File: src/rtl/usr_pkg.sv
// usr_pkg: shared mode-select encodings and the default register width for usr
package usr_pkg;
  localparam int DEF_WIDTH = 4;
  localparam logic [1:0] SEL_HOLD = 2'b00;
  localparam logic [1:0] SEL_SHR  = 2'b01;
  localparam logic [1:0] SEL_SHL  = 2'b10;
  localparam logic [1:0] SEL_LOAD = 2'b11;
endpackage

File: src/rtl/usr_bit_cell.sv
// usr_bit_cell: one register bit with a hold/right/left/parallel mux; ports clk, rst (async active-low), sel, right, left, par, q
module usr_bit_cell
  import usr_pkg::*;
(
  input  logic       clk,
  input  logic       rst,
  input  logic [1:0] sel,
  input  logic       right,
  input  logic       left,
  input  logic       par,
  output logic       q
);
  logic d;
  always_comb d = (sel == SEL_SHR) ? right : (sel == SEL_SHL) ? left : (sel == SEL_LOAD) ? par : q;
  always_ff @(posedge clk or negedge rst)
    if (!rst) q <= 1'b0;
    else q <= d;
endmodule

File: src/rtl/usr.sv
// usr: universal shift register (hold/shr/shl/load by sel); ports clk, rst (async active-low), in, sel, y
module usr
  import usr_pkg::*;
#(
  parameter int WIDTH = DEF_WIDTH
) (
  input  logic             clk,
  input  logic             rst,
  input  logic [WIDTH-1:0] in,
  input  logic [1:0]       sel,
  output logic [WIDTH-1:0] y
);
  logic [WIDTH-1:0] rn, ln;
  assign rn = {in[WIDTH-1], y[WIDTH-1:1]};
  assign ln = {y[WIDTH-2:0], in[0]};
  for (genvar i = 0; i < WIDTH; i++) begin : g_bit
    usr_bit_cell u_cell (
      .clk(clk),
      .rst(rst),
      .sel(sel),
      .right(rn[i]),
      .left(ln[i]),
      .par(in[i]),
      .q(y[i])
    );
  end
endmodule

File: config.mk
export PLATFORM = sky130hd
export DESIGN_NAME = usr
export DESIGN_NICKNAME = d
export VERILOG_FILES = /design/src/rtl/usr_pkg.sv /design/src/rtl/usr_bit_cell.sv /design/src/rtl/usr.sv
export SDC_FILE = /design/constraint.sdc
export NUM_CORES = 1
export LEC_CHECK = 0
export ABC_CLOCK_PERIOD_IN_PS = 1800
export CORE_AREA = 10 10 47 49
export CTS_CLUSTER_DIAMETER = 40
export DETAILED_ROUTE_END_ITERATION = 8
export DIE_AREA = 0 0 57 59
export MAX_ROUTING_LAYER = met4
export PLACE_DENSITY = 0.43
export SETUP_SLACK_MARGIN = 0.05
export SYNTH_ARGS = -nofsm -noshare
export SYNTH_HDL_FRONTEND = slang
export SYNTH_SLANG_ARGS = --single-unit
File: constraint.sdc
create_clock -name clk -period 1.8 [get_ports clk]
set_clock_uncertainty 0.1 [all_clocks]
set_input_delay 0.54 -clock clk [delete_from_list [all_inputs] [get_ports clk]]
set_output_delay 0.54 -clock clk [all_outputs]
set_load 0.02 [all_outputs]
==> results of run 1 <==
[cell usage in the layout (no fill, tap or decap)]
cell	n
buf_4	1
dlygate4sd2_1	4
o21ai_0	2
clkbuf_4	3
clkdlybuf4s50_1	7
nand2_1	2
mux4_1	2
mux2i_1	2
dfrtp_1	4
[worst min path at each step]
stage,cells after the start,end,start,slack (ps)
5_1_grt,1,g_bit[3].u_cell.q$_DFFE_PN0P_,rst,440
3_3_place_gp,2,g_bit[0].u_cell.q$_DFFE_PN0P_,g_bit[0].u_cell.q$_DFFE_PN0P_,480
6_report,1,g_bit[1].u_cell.q$_DFFE_PN0P_,rst,420
3_5_place_dp,2,g_bit[0].u_cell.q$_DFFE_PN0P_,g_bit[0].u_cell.q$_DFFE_PN0P_,500
4_1_cts,1,g_bit[1].u_cell.q$_DFFE_PN0P_,rst,430
2_1_floorplan,0,g_bit[0].u_cell.q$_DFFE_PN0P_,rst,140
[power by group through the flow]
| stage | combinational [mW] | clock (mW) | sequential (mW) |
|---|---|---|---|
| floorplan | 0.0600 | 0 | 0.113 |
| global placement | 0.0912 | 0 | 0.118 |
| detailed placement | 0.0927 | 0 | 0.118 |
| CTS | 0.0837 | 0.116 | 0.116 |
| global route | 0.0875 | 0.123 | 0.118 |
| finish | 0.0817 | 0.112 | 0.116 |
[synth_stat cells (all sizes together)]
master,number
buf,4
dfrtp,4
mux2i,2
mux4,2
nand2,2
o21ai,2
[logic make-up after synthesis]
| kind of cell | share of synthesized area (%) |
|---|---|
| multiplexers | 32.95 |
| flip-flops | 45.46 |
| buffers and inverters | 13.64 |
| AO/OA/AOI/OAI | 4.546 |
| AND/OR/NAND/NOR | 3.410 |
[routing by layer]
layer	track usage, %	routed length [um]	up-vias
met3	2.361	53	0
met1	5.383	361	78
met5	-	0	-
li1	-	-	80
met4	4.027	0	0
met2	2.791	150	12
[stage by stage]
step	total power [mW]	area, sq um	utilization (%)
after floorplan	0.1735	220.2	-
after global placement	0.2087	327.8	23.39
after detailed placement	0.2103	327.8	23.39
after CTS	0.3162	345.3	24.64
after global routing	0.3280	345.3	24.64
final	0.3095	345.3	24.64
[area by class of cell]
class                   instances  area [sq um]
clock buffers                   3         22.52
fillers                       162          1056
multi-input cells               8         90.09
flip-flops and latches          4         100.1
well taps                      16         20.02
repair buffers                 12         112.6
[timing repair]
item | 4_1_cts | 5_1_grt
gates resized for setup | 4 | 0
endpoints found under the setup margin | 4 | 0
hold endpoints to repair | 0 | 0
==> reports/qor.csv, run 1 <==
metric;value;unit
drc;0;
cp-end-kind;register;
synthDistinctLibCells;6;
cts_hold_buffers;0;
clkSinkCount;4;
grt_max_degree;6;
place_congestion;0.7703;
grt_pass1_wl;897;um
antenna_found_initial;0;
insertion_delay;230;ps
cts_tree;done;
setup_slack;153.0;ps
die_w;57;um
grtUsageTotal;3.831;%
first_pass_iters;2;
clockPowerShare;36.2;%
hp-class;in2async;
row_count;14;
finalCriticalPeriod;1647;ps
p_per_area;896.2;mW/mm^2
cp_num_cells;2;
viasPerCell;3.953;
antennaDiodeCount;0;
post-place-ws;-86.78;ps
dieArea;0.003363;sq mm
reg2reg_slack;660;ps
synth_area;220.2;sq um
finalCritPeriodShare;91.50;%
ys_warn_count;0;
wl;566;um
p_leak;0.1573;nW
syn-instance-count;16;
finalSetupTns;0;ps
path_max_fanout;3;
clockBufferDepth;2;
worstRegToRegCells;1;
io_pins;12;
cp_slowest_stage_delay;570;ps
syn_area_per_cell;13.76;sq um
area_delta_synth_final;56.82;%
numPlacedInstances;40;
start_util;15.71;%
worstPathRequired;1800;ps
die_y;59;um
r2r_start;g_bit[1].u_cell.q$_DFFE_PN0P_;
drt_iter0_markers;6;
io_buffers;11;
cp-start-kind;input pin;
regMostFlops;g_bit.u_cell.q;
intPower;0.2240;mW
core_area;0.001401;sq mm
vias;170;
rsz0062_at_grt;no;
slowest_stage;mux4_1;
reg_top3;g_bit.u_cell.q x4;
synth_nets;24;
cts_max_level;1;
path_clk_slew;40;ps
sw_frac_of_total;27.62;%
ant_nets;0;
final_max_slew_viol_count;0;
finalHoldViolations;0;
combPwrFrac;26.4;%
synthTopCellsByArea;dfrtp_1, mux4_1, buf_4;
postCtsSetupRepairBufs;0;
dp_hpwl;461;um
wire_per_inst;13.16;um
numCtsBuffers;3;
ys_seq_area_share;45.45;%
sequentialPowerShare;37.4;%
ir_drop;251.8;uV
endpoint;g_bit[2].u_cell.q$_DFFE_PN0P_;
synth_top_area_share;45.45;%
grt_remaining_overflow;0;
status;finished, final reports clean;
nets;37;
first_global_vias;193;
power.switching;0.08548;mW
max_cap_violations;0;
instances_no_fill;43;
drive_above_1_share;14.81;%
max_freq;607.1;MHz
worstMarginPinSlew;213.1;ps
critPathLaunch;sel[0];
yosys.area.top_type;dfrtp_1;
cts_root_buffer;clkbuf_4;
r2r-end;g_bit[2].u_cell.q$_DFFE_PN0P_;
crit_buf_inv;1;
critical_path_class;in2reg;
holdWs;421.3;ps
crit_arrival;1640;ps
largest_reg_flops;4;
ys_ff_latch;4;
setup_viol;0;
critPathTopFamily;multiplexers;
path_cells;clkdlybuf4s50_1, mux4_1;
relSlewSlack;85.75;%
Power figures use the tool's default switching activity.
==> run 2, diff against run 1 <==
--- a/config.mk
+++ b/config.mk
@@ -5,13 +5,14 @@
 export SDC_FILE = /design/constraint.sdc
 export NUM_CORES = 1
 export LEC_CHECK = 0
+export ABC_AREA = 1
 export ABC_CLOCK_PERIOD_IN_PS = 1800
 export CORE_AREA = 10 10 47 49
 export CTS_CLUSTER_DIAMETER = 40
 export DETAILED_ROUTE_END_ITERATION = 8
 export DIE_AREA = 0 0 57 59
 export MAX_ROUTING_LAYER = met4
-export PLACE_DENSITY = 0.43
+export PLACE_DENSITY = 0.46
 export SETUP_SLACK_MARGIN = 0.05
 export SYNTH_ARGS = -nofsm -noshare
 export SYNTH_HDL_FRONTEND = slang
==> run 2 against run 1 <==
Against the previous run: first-iteration DRC count stayed put; utilization is 2.2 points higher; register-to-register slack better by 170 ps; critical path depth is 1 lower; combinational power is 2.9% lower; clock power is 4% lower; sequential share of layout area is 2.4 points lower; flip-flop and latch count stayed put; total power is 3.9% lower; largest cell class unchanged; highest routed layer unchanged.
==> reports/qor.csv, run 2 <==
metric;value;unit
hp-class;in2async;
numCtsBuffers;3;
path_cells;dlygate4sd2_1;
critical_path_class;reg2out;
slowest_stage;dfrtp_1;
die_w;57;um
io_buffers;11;
layout_commonest_cell;nand2_1;
grtUsageTotal;4.732;%
start_util;18.48;%
antennaDiodeCount;0;
met1_length;283;um
grt_pass1_wl;1152;um
area_delta_synth_final;45.41;%
worstMarginPinSlew;243.4;ps
mostFrequentLayoutCells;nand2_1, nor2_1, clkdlybuf4s50_1;
status;finished, final reports clean;
max_cap_violations;0;
r2r-end;g_bit[1].u_cell.q$_DFFE_PN0P_;
wire_per_inst;9.754;um
first_pass_iters;4;
cts_root_buffer;clkbuf_4;
viasPerCell;3.908;
p_leak;0.1924;nW
synth_area;259.0;sq um
relSlewSlack;83.72;%
synthDistinctLibCells;9;
power.switching;0.08532;mW
dr_wl_met3;57;um
row_count;14;
dp_hpwl;552.1;um
syn_area_per_cell;6.641;sq um
sequentialPowerShare;37.1;%
cp-end-kind;output port;
vias;254;
cts_tree;done;
dr_wl_met2;293;um
cts_max_level;1;
antenna_found_initial;0;
wl;634;um
clockBufferDepth;2;
drc;0;
finalCriticalPeriod;1595;ps
crit_arrival;960;ps
io_pins;12;
place_congestion;0.8147;
crit_buf_inv;1;
path_clk_slew;40;ps
synthArstFlopShare;100.0;%
synthTopCellsByArea;dfrtp_1, nand2_1, buf_4;
finalSetupTns;0;ps
critPathTopFamily;flip-flops;
reg2reg_slack;830;ps
routed.top_layer;met3;
cts_hold_buffers;0;
core_area;0.001401;sq mm
max_freq;626.8;MHz
instances_no_fill;65;
synth_edf_count;0;
intPower;0.2122;mW
yosys.area.top_type;dfrtp_1;
path_max_fanout;3;
grt_remaining_overflow;0;
critPathLaunch;g_bit[0].u_cell.q$_DFFE_PN0P_;
final_max_slew_viol_count;0;
syn-instance-count;39;
ys_seq_area_share;38.65;%
numPlacedInstances;62;
clkSinkCount;4;
insertion_delay;230;ps
yosys-top-cells-count;nand2_1, nor2_1, inv_1;
worstRegToRegCells;6;
final_core_util;26.88;%
combPwrFrac;26.7;%
rsz0062_at_grt;no;
synth_nets;47;
ir_drop;101.1;uV
setup_viol;0;
regMostFlops;g_bit.u_cell.q;
largest_reg_flops;4;
sw_frac_of_total;28.68;%
synth_top_area_share;38.65;%
cp-start-kind;register;
drive_above_1_share;8.163;%
dieArea;0.003363;sq mm
cp_slowest_stage_delay;390;ps
finalCritPeriodShare;88.63;%
nets;59;
reg_top3;g_bit.u_cell.q x4;
first_global_vias;293;
ant_nets;0;
grt_max_degree;8;
worstPathRequired;1160;ps
ys_warn_count;0;
yosysMostFrequentCell;nand2_1;
clockPowerShare;36.2;%
drt_iter0_markers;6;
r2r_start;g_bit[2].u_cell.q$_DFFE_PN0P_;
finalHoldViolations;0;
ys.flop_type;dfrtp_1;
ys_ff_latch;4;
p_per_area;790.1;mW/mm^2
die_y;59;um
run 2: per-stage QoR:
stage	instance area [sq um]	hold WS (ps)	worst slack, ps	power [mW]
2_1_floorplan	259.0	144.4	642.4	0.1672
3_3_place_gp	359.1	437.0	34.71	0.2004
3_5_place_dp	359.1	433.8	45.61	0.2007
4_1_cts	376.6	409.7	187.6	0.3053
5_1_grt	376.6	404.8	141.8	0.3261
6_report	376.6	412.3	204.6	0.2975
run 2: repair_timing:
action,CTS,global route
endpoints found under the hold margin,0,0
setup endpoints to repair,4,0
resized for setup,4,0
setup buffers,0,0
run 2: how the worst max path moves through the flow:
stage | to | slack (ps) | cells after the start
4_1_cts | y[0] | 190 | 1
5_1_grt | y[0] | 140 | 1
3_3_place_gp | g_bit[1].u_cell.q$_DFFE_PN0P_ | 30 | 6
3_5_place_dp | g_bit[1].u_cell.q$_DFFE_PN0P_ | 50 | 6
6_report | y[0] | 200 | 1
2_1_floorplan | y[1] | 640 | 1
run 2: worst reg2reg max path: stages (launching register included):
cell     delay [ps]
dfrtp_1         380
inv_1            80
nand2_1          50
nand2_1          60
nand2_1          40
nor2_1          100
nor2_1           50
run 2: layer usage:
layer | global-route usage [%] | vias to the layer above
met5 | - | -
met4 | 7.047 | 0
met3 | 2.146 | 0
met2 | 5.581 | 10
met1 | 4.693 | 106
li1 | - | 138
run 2: power by group through the flow:
stage | clock [mW] | sequential, mW | combinational [mW]
after floorplan | 0 | 0.109 | 0.0578
after global placement | 0 | 0.112 | 0.0884
after detailed placement | 0 | 0.112 | 0.0887
after CTS | 0.114 | 0.111 | 0.0810
after global routing | 0.123 | 0.113 | 0.0894
final | 0.108 | 0.111 | 0.0793
run 2: cell type report:
class,instances,area (sq um)
clock buffers,3,22.52
well taps,16,20.02
repair buffers,11,105.1
multi-input cells,24,102.6
flip-flops and latches,4,100.1
inverters,7,26.28
fillers,170,1025
run 2: cell families (layout without fill, tap and decap cells):
kind of cell           count (synthesis)  in the layout  share of synthesized area (%)
and+or+nand+nor                       20             20                          29.95
AOI/OAI and AO/OA                      4              4                          9.660
DFF                                    4              4                          38.65
buffers and inverters                 11             21                          21.74
==> run 3, diff against run 2 <==
--- a/config.mk
+++ b/config.mk
@@ -14,6 +14,7 @@
 export MAX_ROUTING_LAYER = met4
 export PLACE_DENSITY = 0.46
 export SETUP_SLACK_MARGIN = 0.05
+export SKIP_LAST_GASP = 1
 export SYNTH_ARGS = -nofsm -noshare
 export SYNTH_HDL_FRONTEND = slang
 export SYNTH_SLANG_ARGS = --single-unit
==> results of run 3 <==
No change in the layout: final DEF, timing and power equal those of run 2.
